==> src/rtl/mem_port_arbiter.sv <==
// Arbitrates a single-ported, byte-lane unified memory between instruction fetch and the
// load/store unit, encodes store lanes and aligns/extends load data on the response path.
module mem_port_arbiter #(
    parameter int WORD_AW    = 14,
    parameter int STARVE_MAX = 4
) (
    input  logic               clock,
    input  logic               reset,

    input  logic               io_if_req,
    input  logic [63:0]        io_if_addr,
    output logic               io_if_gnt,
    output logic               io_if_rvalid,
    output logic [31:0]        io_if_inst_0,
    output logic [31:0]        io_if_inst_1,

    input  logic               io_lsu_req,
    input  logic               io_lsu_we,
    input  logic [63:0]        io_lsu_addr,
    input  logic [31:0]        io_lsu_wdata,
    input  logic [2:0]         io_lsu_func3,
    output logic               io_lsu_gnt,
    output logic               io_lsu_rvalid,
    output logic [31:0]        io_lsu_rdata,
    output logic               io_lsu_err,

    output logic               mem_en,
    output logic [WORD_AW-1:0] mem_addr0,
    output logic [WORD_AW-1:0] mem_addr1,
    output logic [3:0]         mem_be,
    output logic [31:0]        mem_wdata,
    input  logic [31:0]        mem_rdata0,
    input  logic [31:0]        mem_rdata1
);

    localparam int              SC_W       = (STARVE_MAX < 1) ? 1 : $clog2(STARVE_MAX + 1);
    localparam logic [SC_W-1:0] STARVE_LIM = SC_W'(STARVE_MAX);

    localparam logic [2:0] F3_B  = 3'b000;
    localparam logic [2:0] F3_H  = 3'b001;
    localparam logic [2:0] F3_W  = 3'b010;
    localparam logic [2:0] F3_BU = 3'b100;
    localparam logic [2:0] F3_HU = 3'b101;

    // ------------------------------------------------------------------
    // Arbitration and starvation counter
    // ------------------------------------------------------------------
    logic [SC_W-1:0] starve_cnt;
    logic            force_if;
    logic            if_gnt;
    logic            lsu_gnt;

    assign force_if = io_if_req && (starve_cnt == STARVE_LIM);
    assign if_gnt   = !reset && io_if_req && (force_if || !io_lsu_req);
    assign lsu_gnt  = !reset && io_lsu_req && !force_if;

    assign io_if_gnt  = if_gnt;
    assign io_lsu_gnt = lsu_gnt;

    // NOTE: sequential state is always updated with non-blocking assignments so every
    // flop samples the pre-edge values regardless of block ordering.
    always_ff @(posedge clock) begin
        if (reset) begin
            starve_cnt <= '0;
        end else if (io_if_req && !if_gnt) begin
            if (starve_cnt != STARVE_LIM) begin
                starve_cnt <= starve_cnt + SC_W'(1);
            end
        end else begin
            starve_cnt <= '0;
        end
    end

    // ------------------------------------------------------------------
    // LSU request decode: legality, alignment, lane enables, write data
    // ------------------------------------------------------------------
    logic [1:0]  lsu_off;
    logic        f3_legal;
    logic        misaligned;
    logic        lsu_err_c;
    logic [3:0]  be_c;
    logic [31:0] wdata_c;

    assign lsu_off = io_lsu_addr[1:0];

    // NOTE: every output of this block gets a default first, so no path leaves a value
    // unassigned and no latch is inferred.
    always_comb begin
        f3_legal   = 1'b0;
        misaligned = 1'b0;
        be_c       = 4'b0000;
        wdata_c    = io_lsu_wdata;
        case (io_lsu_func3)
            F3_B: begin
                f3_legal = 1'b1;
                be_c     = 4'b0001 << lsu_off;
                wdata_c  = {4{io_lsu_wdata[7:0]}};
            end
            F3_H: begin
                f3_legal   = 1'b1;
                misaligned = lsu_off[0];
                be_c       = 4'b0011 << lsu_off;
                wdata_c    = {2{io_lsu_wdata[15:0]}};
            end
            F3_W: begin
                f3_legal   = 1'b1;
                misaligned = (lsu_off != 2'b00);
                be_c       = 4'b1111;
            end
            F3_BU: begin
                f3_legal = !io_lsu_we;
            end
            F3_HU: begin
                f3_legal   = !io_lsu_we;
                misaligned = lsu_off[0];
            end
            default: begin
                f3_legal = 1'b0;
            end
        endcase
    end

    assign lsu_err_c = !f3_legal || misaligned;

    // ------------------------------------------------------------------
    // Memory drive: an erroneous LSU access is granted but never reaches the array
    // ------------------------------------------------------------------
    logic [WORD_AW-1:0] word_sel;

    assign word_sel  = if_gnt ? io_if_addr[WORD_AW+1:2] : io_lsu_addr[WORD_AW+1:2];
    assign mem_en    = if_gnt || (lsu_gnt && !lsu_err_c);
    assign mem_addr0 = word_sel;
    assign mem_addr1 = word_sel + WORD_AW'(1);
    assign mem_be    = (lsu_gnt && io_lsu_we && !lsu_err_c) ? be_c : 4'b0000;
    assign mem_wdata = wdata_c;

    logic unused_addr_bits;
    assign unused_addr_bits = ^{io_if_addr[63:WORD_AW+2], io_if_addr[1:0],
                                io_lsu_addr[63:WORD_AW+2]};

    // ------------------------------------------------------------------
    // Response stage: attributes captured at grant, data arrives with the memory
    // ------------------------------------------------------------------
    logic       if_pend;
    logic       lsu_pend;
    logic       resp_we;
    logic       resp_err;
    logic [1:0] resp_off;
    logic [2:0] resp_f3;

    always_ff @(posedge clock) begin
        if (reset) begin
            if_pend  <= 1'b0;
            lsu_pend <= 1'b0;
            resp_we  <= 1'b0;
            resp_err <= 1'b0;
            resp_off <= 2'b00;
            resp_f3  <= 3'b000;
        end else begin
            if_pend  <= if_gnt;
            lsu_pend <= lsu_gnt;
            if (lsu_gnt) begin
                resp_we  <= io_lsu_we;
                resp_err <= lsu_err_c;
                resp_off <= lsu_off;
                resp_f3  <= io_lsu_func3;
            end
        end
    end

    // A response pending across a reset edge is suppressed here so it never escapes.
    assign io_if_rvalid  = if_pend && !reset;
    assign io_lsu_rvalid = lsu_pend && !reset;

    logic [31:0] shifted;
    logic [31:0] load_c;

    always_comb begin
        shifted = mem_rdata0 >> {resp_off, 3'b000};
        load_c  = '0;
        if (!resp_we && !resp_err) begin
            case (resp_f3)
                F3_B:    load_c = {{24{shifted[7]}}, shifted[7:0]};
                F3_H:    load_c = {{16{shifted[15]}}, shifted[15:0]};
                F3_W:    load_c = shifted;
                F3_BU:   load_c = {24'h0, shifted[7:0]};
                F3_HU:   load_c = {16'h0, shifted[15:0]};
                default: load_c = '0;
            endcase
        end
    end

    // Hold registers keep the last delivered data visible between responses.
    logic [31:0] inst0_q;
    logic [31:0] inst1_q;
    logic [31:0] rdata_q;

    always_ff @(posedge clock) begin
        if (reset) begin
            inst0_q <= '0;
            inst1_q <= '0;
            rdata_q <= '0;
        end else begin
            if (io_if_rvalid) begin
                inst0_q <= mem_rdata0;
                inst1_q <= mem_rdata1;
            end
            if (io_lsu_rvalid) begin
                rdata_q <= load_c;
            end
        end
    end

    assign io_if_inst_0 = io_if_rvalid  ? mem_rdata0 : (reset ? '0 : inst0_q);
    assign io_if_inst_1 = io_if_rvalid  ? mem_rdata1 : (reset ? '0 : inst1_q);
    assign io_lsu_rdata = io_lsu_rvalid ? load_c     : (reset ? '0 : rdata_q);
    assign io_lsu_err   = io_lsu_rvalid && resp_err;

endmodule

==> config.mk <==
export PLATFORM = sky130hd
export DESIGN_NAME = mem_port_arbiter
export DESIGN_NICKNAME = d
export VERILOG_FILES = /design/src/rtl/mem_port_arbiter.sv
export SDC_FILE = /design/constraint.sdc
export NUM_CORES = 1
export LEC_CHECK = 0
export ABC_AREA = 1
export BUFFER_PORTS_ARGS = -buffer_cell sky130_fd_sc_hd__buf_2
export CAP_MARGIN = 20
export CORE_AREA = 3 3 153 155
export DETAILED_ROUTE_END_ITERATION = 7
export DIE_AREA = 0 0 156 158
export PLACE_DENSITY_LB_ADDON = 0.3
export SLEW_MARGIN = 20
export SYNTH_ARGS = -nofsm -noshare
export SYNTH_HDL_FRONTEND = slang
export SYNTH_SLANG_ARGS = --single-unit
==> constraint.sdc <==
create_clock -name clock -period 4.16 [get_ports clock]
set_clock_uncertainty 0.1 [all_clocks]
set_input_delay 0.208 -clock clock [delete_from_list [all_inputs] [get_ports clock]]
set_output_delay 0.208 -clock clock [all_outputs]
set_load 0.005 [all_outputs]
==> impl_metrics.tcl, run 1 <==
set metrics [dict create \
    drive_above_1_share 0.2957 \
    hold_class "in -> reg" \
    die_y_um 158 \
    critPathMaxStageDelay_ns 0.37 \
    yosys_register_bits 108 \
    cts_resized 0 \
    track_usage 0.1874 \
    fmax_mhz 331.9 \
    drt_iter0_markers 491 \
    grtUsageMet1 0.2324 \
    drv_slew 0 \
    met2_usage 0.3171 \
    io_pins 398 \
    die_w_um 156 \
    fin_crit_sh 0.7242 \
    worst_setup_path_start_kind "flop" \
    clk_path_buf_depth 2 \
    yosys_warnings 0 \
    path_buf_inv 2 \
    min_path_cells 3 \
    r2r_slack_ns 1.81 \
    grt_start_max_net_pins 74 \
    die_area_um2 24650 \
    peakVddDrop_uv 168.5 \
    drv_cap 0 \
    ant_nets 0 \
    antenna_cells 0 \
    leakagePower_nw 5.109 \
    use_met3 0.04647 \
    power_density_nw_per_um2 308.0 \
    syn2layout_area_growth_pct 41.19 \
    grt_overflow 0 \
    synth.most_common_cell "nand2_1" \
    crit_slowest_cell "dfxtp_1" \
    path_max_fanout 20 \
    clk_latency_ns 0.36 \
    synthCells 918 \
    cp.required_ns 3.85 \
    critical_path.top_delay_family "simple AND/OR/NAND/NOR gates" \
    grt_pass1_wl_um 36410 \
    r2r_end "rdata_q[19]" \
    core-area_um2 21960 \
    worstMarginPinSlew_ns 0.8160 \
    end_kind "output port" \
    clock-sinks 108 \
    postSynth.asyncResetShare 0 \
    setup_viol 0 \
    hpwl_um 17430 \
    cp.arrival_ns 2.70 \
    drt-total-wl_um 23630 \
    crit_top_cell "nand2_1" \
    synth_area_um2 5842 \
    clock-root-buffer "clkbuf_16" \
    synth_top_area_share 0.3701 \
    synth-edff-count 0 \
    crit_type "reg -> out" \
    regToRegStartpoint "resp_off[0]" \
    numCtsBuffers 9 \
    yosys-top-cells-count "445 x nand2_1, 119 x nand3_1, 108 x dfxtp_1" \
    seq_area_frac_synth 0.3701 \
    hold_path_end "inst0_q[21]" \
    tritoncts "done" \
    final_nets 1461 \
    layout_min_cycle_time_ns 3.013 \
    avgSynthCellArea_um2 6.364 \
    slew_headroom 0.4530 \
    io_buffer_count 299 \
    antenna_found_initial 1 \
    first_pass_iters 5 \
    grt_pass1_vias 6722 \
    yosysUniqueCellTypes 40 \
    routedWlPerCell_um 15.64 \
    vias_per_cell 4.642 \
    h-tree-depth 3 \
    hold_violations 0 \
    postCtsHoldBufs 45 \
    hp-start "mem_rdata0[21]" \
    initial_core_util 0.2660 \
    drcViolationCount 0 \
    utilization 0.3756 \
    clk_pin_slew_ns 0.08 \
    rsz0062_at_grt "no" \
    ys.flop_type "dfxtp_1" \
    yosysTopAreaCell "dfxtp_1" \
    num_vias 7014 \
    fin_setup_tns_ns 0 \
    outcome "finished clean" \
    synth_fp_nets 1153 \
    place_congestion 0.8059 \
    placementRows 54 \
    grt_most_used_layer "met2" \
    post_cts_buffers 0 \
    crit_chain "inv_1 > ha_1 > nand3_2 > nand2_4 > nand2_2 > nand2_1 > nand2_1 > ha_1 > nand2_1 > nor2_2 > nand2_1 > nand2_1 > nand2_1 > buf_2" \
    synthTopCellsByArea "dfxtp_1 37%, nand2_1 29%, nand3_1 10%, inv_1 2.0%, a21oi_1 2.0%" \
    reg2regPathDepth 10 \
]
registers in the layout, indices dropped and copies added, names as in the netlist:
signal	flops
lsu_pend	1
resp_we	1
inst1_q	32
rdata_q	32
resp_off	2
resp_f3	3
resp_err	1
starve_cnt	3
if_pend	1
inst0_q	32
metal layers:
| metal | share of wire | vias up | wire length, um |
|---|---|---|---|
| met5 | 0.00072 | - | 17 |
| met4 | 0.026 | 2 | 606 |
| met3 | 0.067 | 35 | 1592 |
| met2 | 0.47 | 249 | 11220 |
| met1 | 0.43 | 3153 | 10200 |
| li1 | - | 3575 | - |
stage by stage:
stage / total power [mW] / setup WS (ns) / cells / hold slack (ns) / cell area (um2)
finish: 2.540 / 1.147 / 1511 / 0.01299 / 8248
CTS: 2.575 / 1.126 / 1511 / 0.001619 / 8248
floorplan: 1.376 / 2.086 / 918 / 0.1771 / 5842
global route: 2.683 / 0.8004 / 1511 / 0.01127 / 8248
global placement: 1.615 / 1.535 / 1450 / 0.3154 / 7490
detailed placement: 1.618 / 1.531 / 1450 / 0.3217 / 7490
cell usage in the layout, fill, tap and decap left out, types with 6 or more instances in the layout:
master         count
dfxtp_1          108
buf_4              8
o211ai_1           9
o21ai_0           18
o21ai_1           11
a21oi_1           23
nor2_2             7
dlygate4sd3_1     45
nor2_1            12
inv_1             31
nand2_2           10
xor2_1             6
a32oi_1            8
nand3_1          119
and3_1             7
clkbuf_16          9
a31oi_1            7
buf_2            299
nand2_1          445
logic make-up (layout without fill, tap and decap cells):
family | count (synthesis) | in the layout | synth area share
simple gates | 624 | 624 | 0.4573
flops | 108 | 108 | 0.3701
buf+inv | 95 | 408 | 0.07239
compound gates | 81 | 81 | 0.08332
xor+xnor | 7 | 7 | 0.01049
fa+ha+maj | 3 | 3 | 0.006426
report_power, final:
part	switching [mW]	internal (mW)	total, mW
combinational	0.316	0.215	0.532
sequential	0.0171	1.08	1.09
clock	0.426	0.489	0.915
total	0.760	1.78	2.54
worst max-delay path by stage:
stage / cells after the start / slack [ns] / end / startpoint
2_1_floorplan: 13 / 2.09 / mem_addr1[8] / starve_cnt[0]
3_3_place_gp: 11 / 1.54 / io_lsu_rdata[17] / resp_off[0]
3_5_place_dp: 14 / 1.53 / mem_addr1[10] / starve_cnt[0]
4_1_cts: 13 / 1.13 / mem_addr1[8] / starve_cnt[0]
5_1_grt: 14 / 0.80 / mem_addr1[10] / starve_cnt[0]
6_report: 14 / 1.15 / mem_addr1[10] / starve_cnt[0]
worst min-delay path, stage by stage:
cell,delay (ns)
buf_2,0.11
nand2_1,0.07
nand2_1,0.06
layout make-up:
class,count,area [um2]
flip-flops and latches,108,2162
clock buffers,10,239.0
well taps,280,350.3
multi-input cells,715,3264
inverters,40,156.4
clock inverters,6,68.82
repair buffers,352,2007
fillers,2403,13710
(Power assumes the default switching activity.)
==> inputs of run 2 (changes only) <==
==> constraint.sdc (replaced) <==
create_clock -name clock -period 2.4 [get_ports clock]
set_clock_uncertainty 0.1 [all_clocks]
set_input_delay 0.12 -clock clock [delete_from_list [all_inputs] [get_ports clock]]
set_output_delay 0.12 -clock clock [all_outputs]
set_load 0.005 [all_outputs]
==> run 2 against run 1 <==
Compared with the run above: sequential share of layout area shrank 2.3 points; cell count grew 3.9%; first-iteration DRC count grew 2.2%; via count grew 5.0%; power grew 73%; worst setup slack lost 1.1 ns; sequential power grew 73%; utilization grew 3.6 points; largest cell class unchanged.
==> impl_metrics.tcl, run 2 (synthesis gave the netlist of run 1 again) <==
set metrics [dict create \
    grt_overflow 0 \
    clk_pin_slew_ns 0.07 \
    fin_crit_sh 0.9855 \
    hold_violations 0 \
    rsz0062_at_grt "yes" \
    num_vias 7365 \
    drt_iter0_markers 502 \
    crit_type "reg -> out" \
    hold_class "in -> reg" \
    setup_viol 0 \
    numCtsBuffers 9 \
    core-area_um2 21960 \
    drv_cap 0 \
    drt-total-wl_um 24820 \
    leakagePower_nw 5.442 \
    reg_top3 "inst0_q x32, inst1_q x32, rdata_q x32" \
    power_density_nw_per_um2 485.0 \
    drcViolationCount 0 \
    fmax_mhz 422.8 \
    placed_cell_area_um2 7612 \
    die_w_um 156 \
    fin_setup_tns_ns 0 \
    power.net_switching_mw 1.342 \
    tritoncts "done" \
    peakVddDrop_uv 287.4 \
    pwr-share-seq 0.431 \
    h-tree-depth 3 \
    utilization 0.4116 \
    placementRows 54 \
    final_area_um2 9039 \
    io_pins 398 \
    hpwl_um 17730 \
    internal_power_mw 3.042 \
    clk_latency_ns 0.35 \
    swShare 0.3061 \
    vias_per_cell 4.691 \
    grt_pass1_vias 7034 \
    first_pass_iters 7 \
    antenna_found_initial 0 \
    final_nets 1521 \
    die_area_um2 24650 \
    pwr-share-clk 0.321 \
    grt_start_max_net_pins 71 \
    syn2layout_area_growth_pct 54.72 \
    cp.required_ns 2.18 \
    drive_above_1_share 0.3326 \
    clock-root-buffer "clkbuf_16" \
    hold_ws_ns 0.01377 \
    slew_headroom 0.5825 \
    final_common_cell "nand2_1" \
    final_cell_mix "429 x nand2_1, 299 x buf_2, 116 x nand3_1" \
    p_comb_frac 0.248 \
    fillCellCount 2296 \
    initial_core_util 0.2660 \
    drv_slew 0 \
    place_congestion 0.8201 \
    worst_setup_path_start_kind "flop" \
    outcome "finished clean" \
    postLayoutSetupSlackWorst_ns 0.03482 \
    path_max_fanout 8 \
    io_buffer_count 299 \
    die_y_um 158 \
    clock-sinks 108 \
    clk_path_buf_depth 2 \
    ant_nets 0 \
    cp.arrival_ns 2.15 \
    layout_min_cycle_time_ns 2.365 \
    track_usage 0.1925 \
    antenna_cells 0 \
    routedWlPerCell_um 15.81 \
    worstMarginPinSlew_ns 0.6263 \
    end_kind "output port" \
    dp_slack_ns 0.1488 \
    grt_pass1_wl_um 37530 \
]
==> run 2: cell count changes in the layout (fill, tap and decap cells not counted), sizes merged <==
cell	previous run	this run
bufinv	1	0
buf	307	342
clkinvlp	1	2
clkinv	6	5
dlygate4sd3	45	70
==> run 2: path summary, 6_finish.rpt <==
check / from / end / slack [ns] / cells past startpoint
worst max-delay path: starve_cnt[0] / mem_addr1[13] / 0.03 / 14
worst min-delay path: mem_rdata0[24] / inst0_q[24] / 0.01 / 3
worst max register to register: starve_cnt[0] / resp_we / 0.43 / 10
worst min register to register: inst1_q[16] / inst1_q[16] / 0.38 / 2
==> run 2: power by group through the flow <==
stage	Sequential [mW]	Clock [mW]	Combinational (mW)
after floorplan	1.93	0	0.461
after global placement	1.93	0	0.893
after detailed placement	1.93	0	0.896
after CTS	1.89	1.46	1.04
after global routing	1.90	1.52	1.21
final	1.89	1.41	1.09
==> run 2: routing by layer <==
layer	global-route usage	vias up	routed length (um)
li1	-	3694	-
met1	0.2390	3362	10630
met2	0.3322	273	11940
met3	0.04183	36	1580
met4	0.06308	0	671
met5	0	-	0
==> run 2: critical path, cell delays in order, from the launching register on <==
cell and delay (ns):
dfxtp_2 0.33, inv_2 0.06, ha_4 0.15, nand3_4 0.09
nand2_8 0.11, nand2_8 0.08, buf_12 0.15, clkinv_4 0.06
nand2_4 0.05, nand2_4 0.12, nand2_4 0.07, nor2_4 0.18
nand4_1 0.11, nand2_1 0.10, buf_2 0.12
==> run 2: final cells by class <==
type | count | area, um2 | area share
multi-input combinational | 715 | 3506 | 0.3879
timing repair buffer | 412 | 2592 | 0.2868
sequential | 108 | 2165 | 0.2395
tap | 280 | 350.3 | 0.03876
clock buffer | 10 | 229.0 | 0.02533
inverter | 40 | 158.9 | 0.01758
clock inverter | 5 | 37.54 | 0.004153
==> run 2: timing repair <==
item / CTS / global route
hold buffers: 70 / 0
endpoints found under the hold margin: 69 / 0
setup buffers: 12 / 9
cloned: 1 / 0
pin swaps: 17 / 28
gates resized for setup: 31 / 32
setup endpoints to repair: 11 / 34
==> run 2: metrics by stage <==
stage,power (mW),cells
after floorplan,2.386,918
after global placement,2.822,1463
after detailed placement,2.828,1463
after CTS,4.388,1561
after global routing,4.626,1570
final,4.384,1570
